===== src/rtl/regfile_pkg.sv =====
// regfile_pkg: shared selector offsets, write-source codes and reset opcode for the MCU register bank.
package regfile_pkg;
    // Selector codes above the GPRs are NREGS plus these offsets.
    localparam int REG_IMEM_OFS = 0;
    localparam int REG_DMEM_OFS = 1;
    localparam int REG_PC_OFS   = 2;
    localparam logic [1:0] RES_ALU  = 2'd0;
    localparam logic [1:0] RES_DMEM = 2'd1;
    localparam logic [1:0] RES_IMEM = 2'd2;
    localparam logic [15:0] MCU_LOAD = 16'hF000;
endpackage


===== src/rtl/regfile_opmux.sv =====
// regfile_opmux: ALU operand selector with same-cycle GPR write forwarding.
module regfile_opmux
    import regfile_pkg::*;
#(
    parameter int DATA_WIDTH = 8,
    parameter int NREGS      = 4,
    parameter bit DFLT_IMEM  = 0,
    localparam int AW = $clog2(NREGS),
    localparam int SW = $clog2(NREGS + 3)
) (
    input  logic [SW-1:0]               sel,
    input  logic [NREGS*DATA_WIDTH-1:0] gprs,
    input  logic [DATA_WIDTH-1:0]       imem,
    input  logic [DATA_WIDTH-1:0]       dmem,
    input  logic [DATA_WIDTH-1:0]       pc,
    input  logic                        fwd_en,
    input  logic [AW-1:0]               fwd_addr,
    input  logic [DATA_WIDTH-1:0]       fwd_data,
    output logic [DATA_WIDTH-1:0]       op
);
    localparam logic [SW-1:0] C_IMEM = SW'(NREGS + REG_IMEM_OFS);
    localparam logic [SW-1:0] C_DMEM = SW'(NREGS + REG_DMEM_OFS);
    localparam logic [SW-1:0] C_PC   = SW'(NREGS + REG_PC_OFS);

    always_comb begin
        op = sel == C_IMEM ? imem : sel == C_DMEM ? dmem : sel == C_PC ? pc :
             DFLT_IMEM ? imem : gprs[DATA_WIDTH-1:0];
        for (int i = 0; i < NREGS; i++)
            if (sel == SW'(i))
                op = (fwd_en && fwd_addr == AW'(i)) ? fwd_data : gprs[i*DATA_WIDTH +: DATA_WIDTH];
    end
endmodule


===== src/rtl/regfile.sv =====
// regfile: MCU register bank with GPRs, opcode/IMEM/DMEM/PSR registers,
// forwarded operand selectors and a one-deep shadow context for interrupts.
module regfile
    import regfile_pkg::*;
#(
    parameter int DATA_WIDTH = 8,
    parameter int INST_WIDTH = 16,
    parameter int INST_DEPTH = 10,
    parameter int NREGS      = 4,
    parameter int APSR_WIDTH = 4,
    localparam int AW = $clog2(NREGS),
    localparam int SW = $clog2(NREGS + 3)
) (
    input  logic                  clk,
    input  logic                  rst,
    input  logic                  opcode_update,
    input  logic                  imem_update,
    input  logic [INST_WIDTH-1:0] imem_data,
    input  logic                  dmem_update,
    input  logic [DATA_WIDTH-1:0] dmem_data,
    input  logic                  wr_en,
    input  logic [AW-1:0]         wr_addr,
    input  logic [1:0]            wr_sel,
    input  logic [DATA_WIDTH-1:0] alu,
    input  logic                  psr_update,
    input  logic [APSR_WIDTH-1:0] psr_mask,
    input  logic [APSR_WIDTH-1:0] apsr,
    input  logic [SW-1:0]         opa_sel,
    input  logic [SW-1:0]         opb_sel,
    input  logic [INST_DEPTH-1:0] pc,
    input  logic                  ctx_save,
    input  logic                  ctx_restore,
    output logic [INST_WIDTH-1:0] opcode,
    output logic [APSR_WIDTH-1:0] psr,
    output logic [DATA_WIDTH-1:0] opa,
    output logic [DATA_WIDTH-1:0] opb,
    output logic                  ctx_valid
);
    logic [NREGS-1:0][DATA_WIDTH-1:0] gpr, gpr_nxt, shadow;
    logic [APSR_WIDTH-1:0] psr_nxt, shadow_psr;
    logic [DATA_WIDTH-1:0] imem_q, dmem_q, wdata, pc_d;
    logic restoring;

    // A restore only acts on a valid shadow; otherwise writes proceed normally.
    assign restoring = ctx_restore && ctx_valid;
    assign wdata = (wr_sel == RES_ALU || wr_sel == 2'd3) ? alu :
                   wr_sel == RES_DMEM ? dmem_data : imem_data[DATA_WIDTH-1:0];

    if (INST_DEPTH >= DATA_WIDTH) begin : g_pc_trunc
        assign pc_d = pc[DATA_WIDTH-1:0];
        if (INST_DEPTH > DATA_WIDTH) begin : g_pc_hi
            logic unused_pc;
            assign unused_pc = ^pc[INST_DEPTH-1:DATA_WIDTH];
        end
    end else begin : g_pc_ext
        assign pc_d = {{(DATA_WIDTH - INST_DEPTH){1'b0}}, pc};
    end

    always_comb begin
        gpr_nxt = gpr;
        for (int i = 0; i < NREGS; i++)
            gpr_nxt[i] = restoring ? shadow[i] : (wr_en && wr_addr == AW'(i)) ? wdata : gpr[i];
        psr_nxt = restoring ? shadow_psr : psr_update ? (psr & ~psr_mask) | (apsr & psr_mask) : psr;
    end

    always_ff @(posedge clk) begin
        if (rst) begin
            gpr        <= '0;
            shadow     <= '0;
            psr        <= '0;
            shadow_psr <= '0;
            ctx_valid  <= 1'b0;
            imem_q     <= '0;
            dmem_q     <= '0;
            opcode     <= INST_WIDTH'(MCU_LOAD);
        end else begin
            gpr <= gpr_nxt;
            psr <= psr_nxt;
            // Shadow captures next-state so a same-cycle write/flag update is included.
            if (ctx_save && !restoring) begin
                shadow     <= gpr_nxt;
                shadow_psr <= psr_nxt;
            end
            ctx_valid <= restoring ? 1'b0 : ctx_save ? 1'b1 : ctx_valid;
            if (imem_update) imem_q <= imem_data[DATA_WIDTH-1:0];
            if (dmem_update) dmem_q <= dmem_data;
            if (opcode_update) opcode <= imem_data;
        end
    end

    regfile_opmux #(.DATA_WIDTH(DATA_WIDTH), .NREGS(NREGS), .DFLT_IMEM(1'b0)) u_opa (
        .sel(opa_sel), .gprs(gpr), .imem(imem_q), .dmem(dmem_q), .pc(pc_d),
        .fwd_en(wr_en), .fwd_addr(wr_addr), .fwd_data(wdata), .op(opa)
    );

    regfile_opmux #(.DATA_WIDTH(DATA_WIDTH), .NREGS(NREGS), .DFLT_IMEM(1'b1)) u_opb (
        .sel(opb_sel), .gprs(gpr), .imem(imem_q), .dmem(dmem_q), .pc(pc_d),
        .fwd_en(wr_en), .fwd_addr(wr_addr), .fwd_data(wdata), .op(opb)
    );
endmodule

===== config.mk =====
export PLATFORM = sky130hd
export DESIGN_NAME = regfile
export DESIGN_NICKNAME = d
export VERILOG_FILES = /design/src/rtl/regfile_pkg.sv /design/src/rtl/regfile_opmux.sv /design/src/rtl/regfile.sv
export SDC_FILE = /design/constraint.sdc
export NUM_CORES = 1
export LEC_CHECK = 0
export CORE_ASPECT_RATIO = 1.75
export CORE_UTILIZATION = 50
export DETAILED_ROUTE_END_ITERATION = 8
export GPL_TIMING_DRIVEN = 1
export PLACE_DENSITY = 0.8
export SYNTH_ARGS = -nofsm -noshare
export SYNTH_HDL_FRONTEND = slang
export SYNTH_SLANG_ARGS = --single-unit

===== constraint.sdc =====
create_clock -name clk -period 8.9 [get_ports clk]
set_clock_uncertainty 0.1 [all_clocks]
set_input_delay 2.225 -clock clk [delete_from_list [all_inputs] [get_ports clk]]
set_output_delay 2.225 -clock clk [all_outputs]
set_load 0.02 [all_outputs]

; ---- Word level (Yosys, flattened, before mapping)
; Cells that the tools add are included.
; Widths: inputs -> output; s select.
[totals]
register_bits = 105
inputBits = 69
[classes]
bitwise_logic = 4
reduce_logical = 13
n_mux = 26
eq_ne = 17
[op_table]
columns = op, n
row1 = $mux 8, 24
row2 = $eq 3x3->1 const B, 6
row3 = $eq 3x2->1 const B, 4
row4 = $and 4x4->4, 2
row5 = $mux 4, 2
row6 = $eq 2x2->1 const B, 3
row7 = $eq 3x1->1 const B, 2
row8 = $logic_and 1x1->1, 6
row9 = $logic_not 3->1, 2
row10 = $eq 2x1->1 const B, 2
row11 = $logic_not 2->1, 2
row12 = $not 4->4, 1
row13 = $or 4x4->4, 1
row14 = $reduce_or 2->1, 1
row15 = $logic_not 1->1, 1
row16 = $logic_or 1x1->1, 1

; ---- Longest topological paths before layout
; Gate-level depths: netlist (run 1).
[depth]
ltp_word = 8
mapped_depth = 8
depth_no_buf = 7

; ---- By module
; From an unflattened synthesis (run 1), not the netlist that was laid out.
[hier_totals]
hier_cells = 758
hier_area_um2 = 6417.4
[by_module_without_submodules]
columns = module, cells_per_inst, n_inst, area_per_inst_um2, seq_area_each_um2
row1 = regfile, 467, 1, 4351.7, 2102.0
row2 = regfile_opmux (u_opa), 162, 1, 1051.0, 0.0
row3 = regfile_opmux (u_opb), 129, 1, 1014.7, 0.0

; ---- Worst setup path after synthesis (run 1)
; No wires, ideal clock.
[synth_path]
kind = in2out
start = in wr_sel[1]
end = out opa[0]
required_ns = 6.575
arrival_time_ns = 3.869
stages = 7
setup_slack_ns = 2.706
path_cell_list = inv_1 ha_1 buf_4 mux2i_2 o21ai_0 a21oi_1 o31ai_1
[synth_between]
elab_chain_len = 8
elab_cells_between_ends = 14
classes_between = eq/ne (2) / mux (10) / reduce/logical (2)
[synth_rtl]
columns = element, line_no
row1 = start: declaration, regfile.sv:23  ; input logic [1:0] wr_sel,
row2 = $eq 2x1->1 (tied with other cells), regfile.sv:47  ; wr_sel == RES_DMEM ? dmem_data : imem_data[DATA_WIDTH-1:0];
row3 = $mux 8 or $logic_or 1x1->1 (tied branches), "regfile.sv:47, regfile.sv:46"
row4 = $mux 8 (*), regfile.sv:46  ; assign wdata = (wr_sel == RES_ALU || wr_sel == 2'd3) ? alu :
row5 = $mux 8, regfile_opmux.sv:30  ; op = (fwd_en && fwd_addr == AW'(i)) ? fwd_data : gprs[i*DATA_WIDTH +: DATA_WIDTH];
row6 = $mux 8 (3 in a row), regfile_opmux.sv:29  ; if (sel == SW'(i))
row7 = $mux 8 (*), regfile_opmux.sv:29
row8 = end: declaration, regfile.sv:35  ; output logic [DATA_WIDTH-1:0] opa,
; Every way passes the cells marked *; elsewhere a longest branch is shown, timed or not.

; ---- Worst setup path in the final report (run 1)
[layout_path]
start = in wr_sel[1]
end = out opb[5]
[layout_between]
elab_chain_len = 8
elab_cells_between_ends = 14
classes_between = eq/ne (2) / mux (10) / reduce/logical (2)
[layout_rtl]
columns = element, line_no
row1 = $eq 2x1->1 (tied with other cells), regfile.sv:47
row2 = $mux 8 or $logic_or 1x1->1 (tied branches), "regfile.sv:47, regfile.sv:46"
row3 = $mux 8 (*), regfile.sv:46
row4 = $mux 8, regfile_opmux.sv:30
row5 = $mux 8 (3 in a row), regfile_opmux.sv:29
row6 = $mux 8 (*), regfile_opmux.sv:29
row7 = end: declaration, regfile.sv:36  ; output logic [DATA_WIDTH-1:0] opb,
; Marks and branches as above.

==> results of run 1 <==
cell usage in the layout (no fill, tap or decap), types with 2 or more instances in the layout:
master	netlist	final
nor2_1	114	114
dfxtp_1	105	105
clkdlybuf4s50_1	0	102
a211oi_1	75	75
nand2_1	42	41
mux2i_1	34	34
o21ai_0	30	30
a21oi_1	28	28
o21a_1	25	25
nor2b_1	14	14
o22ai_1	13	13
a22oi_1	13	13
nand2b_1	11	11
mux2_2	9	9
clkbuf_16	0	9
inv_1	7	7
o211ai_1	7	7
buf_4	1	6
and2_1	6	5
a22o_1	5	5
a221oi_1	4	4
o221ai_1	4	4
a31oi_1	4	4
a211o_1	4	4
nor3_1	3	3
nand3_1	3	3
a221o_1	3	3
mux2i_2	3	3
o21ai_1	3	3
maj3_1	3	3
o2bb2ai_1	3	3
o31ai_1	3	3
clkbuf_8	0	3
nand3b_1	2	2
clkinvlp_4	0	2
sequential cells by signal, indices dropped and copies added, names as in the netlist:
| name | flops |
|---|---|
| imem_q | 8 |
| shadow | 32 |
| dmem_q | 8 |
| opcode | 16 |
| psr | 4 |
| gpr | 32 |
| shadow_psr | 4 |
| ctx_valid | 1 |
per-layer routing:
| layer | wire [µm] | global-route usage (%) | share of wire (%) | up-vias |
|---|---|---|---|---|
| li1 | - | - | - | 2505 |
| met1 | 5797 | 30.80 | 38 | 2419 |
| met2 | 7606 | 48.44 | 50 | 241 |
| met3 | 1092 | 6.492 | 7.1 | 56 |
| met4 | 813 | 18.70 | 5.3 | 0 |
| met5 | 0 | 0 | 0 | - |
cells by family after synthesis:
family,share of synthesized area (%)
and+or+nand+nor,16.13
AOI/OAI and AO/OA,29.90
muxes,9.363
DFF,38.93
adders and majority gates,0.7879
buffers and inverters,4.890
worst max path at each step:
| stage | from | endpoint | slack [ns] |
|---|---|---|---|
| floorplan | wr_sel[1] | opa[0] | 2.71 |
| global placement | wr_sel[1] | opb[5] | 1.36 |
| detailed placement | wr_sel[1] | opb[5] | 1.33 |
| CTS | wr_sel[1] | opb[5] | 1.31 |
| global route | wr_sel[1] | opb[5] | 1.16 |
| finish | wr_sel[1] | opb[5] | 1.26 |
area by class of cell:
cell class	instances	area share, %
Multi-Input combinational cell	484	45.41
Sequential cell	105	31.43
Timing Repair Buffer	108	15.94
Clock buffer	13	4.041
Tap cell	127	2.376
Inverter	8	0.4490
Clock inverter	3	0.3555
stage by stage:
step | setup WS, ns | hold slack [ns] | cell area [µm²]
2_1_floorplan | 2.706 | 0.3758 | 5399
3_5_place_dp | 1.331 | 0.3871 | 6394
4_1_cts | 1.313 | 0.3992 | 6688
3_3_place_gp | 1.361 | 0.3748 | 6394
6_report | 1.263 | 0.3934 | 6688
5_1_grt | 1.156 | 0.4152 | 6688
where the power goes:
group,total [mW],internal (mW),switching [mW]
registers,0.523,0.505,0.0179
logic,0.271,0.121,0.150
clock network,0.392,0.213,0.179
tightest hold or removal path, cell delays in order, from the launching register on:
cell	delay (ns)
dfxtp_1	0.33
mux2i_1	0.06
nor2_1	0.07
==> results.py, run 1 <==
metrics = {
    "critical_path": {
        "cp_slowest_stage_delay_ns": 0.80,
        "cp_top_family": "buffers and inverters",
        "slowest_stage": "ha_1",
        "crit_top_cell": "clkdlybuf4s50_1",
        "path_cells": "clkdlybuf4s50_1, inv_1, ha_1, mux2i_1, o21a_1, a221o_1, o221ai_1, clkdlybuf4s50_1",
        "cp-start-kind": "input pin",
        "crit_arrival_ns": 5.31,
        "crit_path_max_fanout": 15,
        "endpoint_kind": "primary output",
        "path_class": "in -> out",
        "reg2reg_slack_ns": 6.56,
        "cp.buffers_inverters": 3,
        "reg2reg_from": "ctx_valid",
        "cp.depth": 8,
        "critPathRequiredTime_ns": 6.58,
        "r2r_cells": 6,
        "timing.rr.end": "shadow[3]",
    },
    "timing": {
        "fin_crit_sh_pct": 85.80,
        "finalSetupTns_ns": 0,
        "fin_crit_ns": 7.637,
        "setup_viol": 0,
        "clock.fmax_mhz": 130.9,
        "hold_violations": 0,
        "tightest_slew_ns": 1.056,
        "drv_slew": 0,
        "relSlewSlack_pct": 29.60,
        "rsz0062_at_grt": "no",
    },
    "clock_tree": {
        "cts_root_buf": "clkbuf_16",
        "cts_tree": "done",
        "cts_hold_buf": 0,
        "cts_buffers": 9,
        "cts_sinks": 105,
        "ctsResizeCount": 0,
        "clkLatencyLatePin_ns": 0.36,
        "clockBufferDepth": 2,
        "path_clk_slew_ns": 0.07,
        "postCtsSetupBuffers": 0,
        "htreeDepth": 3,
    },
    "logic_synthesis": {
        "synth_fp_nets": 721,
        "synth_top_cell_area_share_pct": 38.93,
        "synth-seq-area-share_pct": 38.93,
        "synth-seq-cells": 105,
        "synth_ff_type": "dfxtp_1",
        "async_reset_ff_share_pct": 0,
        "synthTopCellsByCount": "114 x nor2_1, 105 x dfxtp_1, 75 x a211oi_1",
        "synth.most_common_cell": "nor2_1",
        "synth_top_cell_by_area": "dfxtp_1",
        "synth-edff-count": 0,
        "synthTopCellsByArea": "dfxtp_1 39%, a211oi_1 10%, nor2_1 7.9%",
        "yosys_warnings": 0,
        "syn_avg_cell_area_um2": 8.293,
        "syn_area_um2": 5399,
        "synthCells": 651,
        "synth.distinct_cells": 52,
    },
    "route": {
        "first_iter_violations": 358,
        "routedWlPerCell_um": 18.05,
        "vias": 5221,
        "vias_per_cell": 6.157,
        "drc": 0,
        "dr.pass1.iters": 5,
        "ant_nets": 0,
        "wl_mm": 15.31,
    },
    "run_status": {
        "outcome": "complete, no violations",
    },
    "pwr": {
        "power_density_nw_per_um2": 177.4,
        "total_power_mw": 1.186,
        "power.leakage_nw": 2.504,
        "peakVddDrop_mv": 0.1147,
    },
    "placement": {
        "dp_cells": 832,
        "gp_congestion": 0.9518,
        "dp_hpwl_mm": 10.97,
        "port_buffers": 103,
    },
    "layout": {
        "ff_latch_area_um2": 2102,
        "drive_gt1_share_pct": 5.548,
        "syn_to_final_growth_pct": 23.87,
        "layout.cells.non_filler": 848,
        "n_fill_cell": 857,
        "multi_input_area_um2": 3037,
        "layout.nets": 786,
        "fin_util_pct": 64.55,
        "num_antenna_cells": 0,
    },
    "floorplan": {
        "coreArea_um2": 10360,
        "start_util_pct": 52.11,
        "dieHeight_um": 139.5,
        "die_area_um2": 11230,
        "ios": 106,
        "die_w_um": 80.55,
        "placementRows": 49,
    },
    "global_routing": {
        "grt_max_degree": 106,
        "grt_pass1_vias": 5140,
        "grt_overflow": 0,
        "grt_pass1_wl_mm": 24.86,
        "antenna_found_initial": 0,
        "grtUsageTotal_pct": 28.54,
    },
    "min_path": {
        "min_path_type": "reg -> reg",
        "min-delay-start": "opcode[3]",
        "hold_end": "opcode[3]",
        "holdPathStages": 2,
    },
    "job": {
        "cap_violations": 0,
    },
}
Note: power is estimated with default switching activity, not from simulation.
==> inputs of run 2 (changes only) <==
GPL_TIMING_DRIVEN = 0   (was 1)
SETUP_SLACK_MARGIN = 0.1   (was unset)
==> results.py, run 2 (same netlist as run 1, synthesis figures left out) <==
metrics = {
    "run_status": {
        "outcome": "complete, no violations",
    },
    "layout": {
        "num_antenna_cells": 0,
        "fin_util_pct": 65.67,
        "layout_common_cells": "114 x nor2_1, 105 x dfxtp_1, 96 x clkdlybuf4s50_1",
        "drive_gt1_share_pct": 5.650,
        "reg.largest.list": "gpr: 32 flops, shadow: 32 flops, opcode: 16 flops",
        "layout.nets": 828,
        "layout.cells.most_common": "nor2_1",
        "syn_to_final_growth_pct": 26.03,
    },
    "floorplan": {
        "dieHeight_um": 139.5,
        "coreArea_um2": 10360,
        "die_area_um2": 11230,
        "placementRows": 49,
        "die_w_um": 80.55,
        "ios": 106,
        "start_util_pct": 52.11,
    },
    "global_routing": {
        "grtUsageTotal_pct": 33.48,
        "grt-busiest-layer": "met2",
        "grt_max_degree": 16,
        "antenna_found_initial": 0,
        "grt_use_met3_pct": 6.426,
        "grt_overflow": 0,
        "grt_util_met1_pct": 32.03,
        "grt_pass1_wl_mm": 28.28,
        "use_met2_pct": 59.55,
        "grt_pass1_vias": 5670,
    },
    "critical_path": {
        "reg2reg_from": "ctx_valid",
        "crit_top_cell": "clkdlybuf4s50_1",
        "cp-start-kind": "input pin",
        "path_cells": "clkdlybuf4s50_1, inv_1, ha_1, buf_4, mux2i_2, o21ai_0, a22oi_1, o211ai_1, clkdlybuf4s50_1",
        "cp_slowest_stage_delay_ns": 0.60,
        "crit_arrival_ns": 5.45,
        "critPathRequiredTime_ns": 6.58,
        "crit_path_max_fanout": 10,
        "path_class": "in -> out",
        "endpoint_kind": "primary output",
        "slowest_stage": "mux2i_2",
        "critPathLaunch": "wr_sel[1]",
    },
    "clock_tree": {
        "cts_tree": "done",
        "postCtsSetupBuffers": 0,
        "ctsResizeCount": 0,
        "htreeDepth": 3,
        "cts_buffers": 9,
        "path_clk_slew_ns": 0.06,
        "cts_sinks": 105,
        "cts_hold_buf": 0,
        "cts_root_buf": "clkbuf_16",
        "clkLatencyLatePin_ns": 0.35,
        "clockBufferDepth": 2,
    },
    "min_path": {
        "min-delay-start": "opcode[5]",
        "min_path_type": "reg -> reg",
    },
    "pwr": {
        "p_switching_mw": 0.3576,
        "power_density_nw_per_um2": 177.6,
        "p_comb_share_pct": 23.8,
        "p_int_mw": 0.8507,
        "peakVddDrop_mv": 0.1242,
        "switching_share_pct": 29.60,
        "power.leakage_nw": 2.553,
        "seqPwrFrac_pct": 43.4,
        "power_frac_clock_pct": 32.8,
    },
    "timing": {
        "drv_slew": 0,
        "clock.fmax_mhz": 128.7,
        "rsz0062_at_grt": "no",
        "tightest_slew_ns": 0.9156,
        "setup_viol": 0,
        "setup_slack_ns": 1.128,
        "hold_violations": 0,
        "fin_crit_ns": 7.772,
        "fin_crit_sh_pct": 87.33,
        "relSlewSlack_pct": 38.49,
        "finalSetupTns_ns": 0,
    },
    "route": {
        "dr.pass1.iters": 5,
        "ant_nets": 0,
        "vias": 5516,
        "drc": 0,
        "first_iter_violations": 391,
        "vias_per_cell": 6.212,
        "routedWlPerCell_um": 20.57,
        "wl_mm": 18.27,
    },
    "placement": {
        "port_buffers": 96,
        "gp_congestion": 1.009,
        "dp_hpwl_mm": 14.17,
        "place_ws_ns": 1.205,
    },
    "job": {
        "cap_violations": 0,
    },
}
run 2: worst max-delay path, delay by kind of cell:
family          cells  cell delay, ns
buf+inv             4            1.35
fa+ha+maj           1            0.50
compound gates      3            0.76
mux                 1            0.60
run 2: per-layer routing:
| layer | wire [µm] | part of all wire [%] | vias to the layer above |
|---|---|---|---|
| li1 | - | - | 2583 |
| met1 | 6373 | 35 | 2549 |
| met2 | 9417 | 52 | 287 |
| met3 | 1084 | 5.9 | 97 |
| met4 | 1395 | 7.6 | 0 |
| met5 | 0 | 0 | - |
run 2: final timing paths:
kind,end,slack (ns),cells after the start
setup / recovery,opb[1],1.13,9
hold / removal,opcode[5],0.39,2
setup reg to reg,shadow[11],6.95,6
hold reg to reg,opcode[5],0.39,2
run 2: final cells by class:
class	instances	area, µm²
Tap cell	127	158.9
Clock buffer	11	242.7
Multi-Input combinational cell	484	3033
Clock inverter	3	42.54
Buffer	54	234.0
Sequential cell	105	2102
Fill cell	885	3557
Timing Repair Buffer	96	960.9
Inverter	8	30.03
run 2: power by group through the flow:
stage	logic [mW]	clock network (mW)	registers, mW
final	0.288	0.396	0.524
after global routing	0.307	0.415	0.527
after CTS	0.284	0.395	0.523
after detailed placement	0.281	0	0.534
after global placement	0.276	0	0.532
after floorplan	0.162	0	0.537
run 2: stage by stage:
stage | power [mW] | hold slack, ns | instance area, µm² | cells
2_1_floorplan | 0.6988 | 0.3758 | 5399 | 651
3_3_place_gp | 0.8075 | 0.3751 | 6519 | 874
3_5_place_dp | 0.8149 | 0.3812 | 6519 | 874
4_1_cts | 1.202 | 0.3977 | 6804 | 888
5_1_grt | 1.250 | 0.4123 | 6804 | 888
6_report | 1.208 | 0.3922 | 6804 | 888
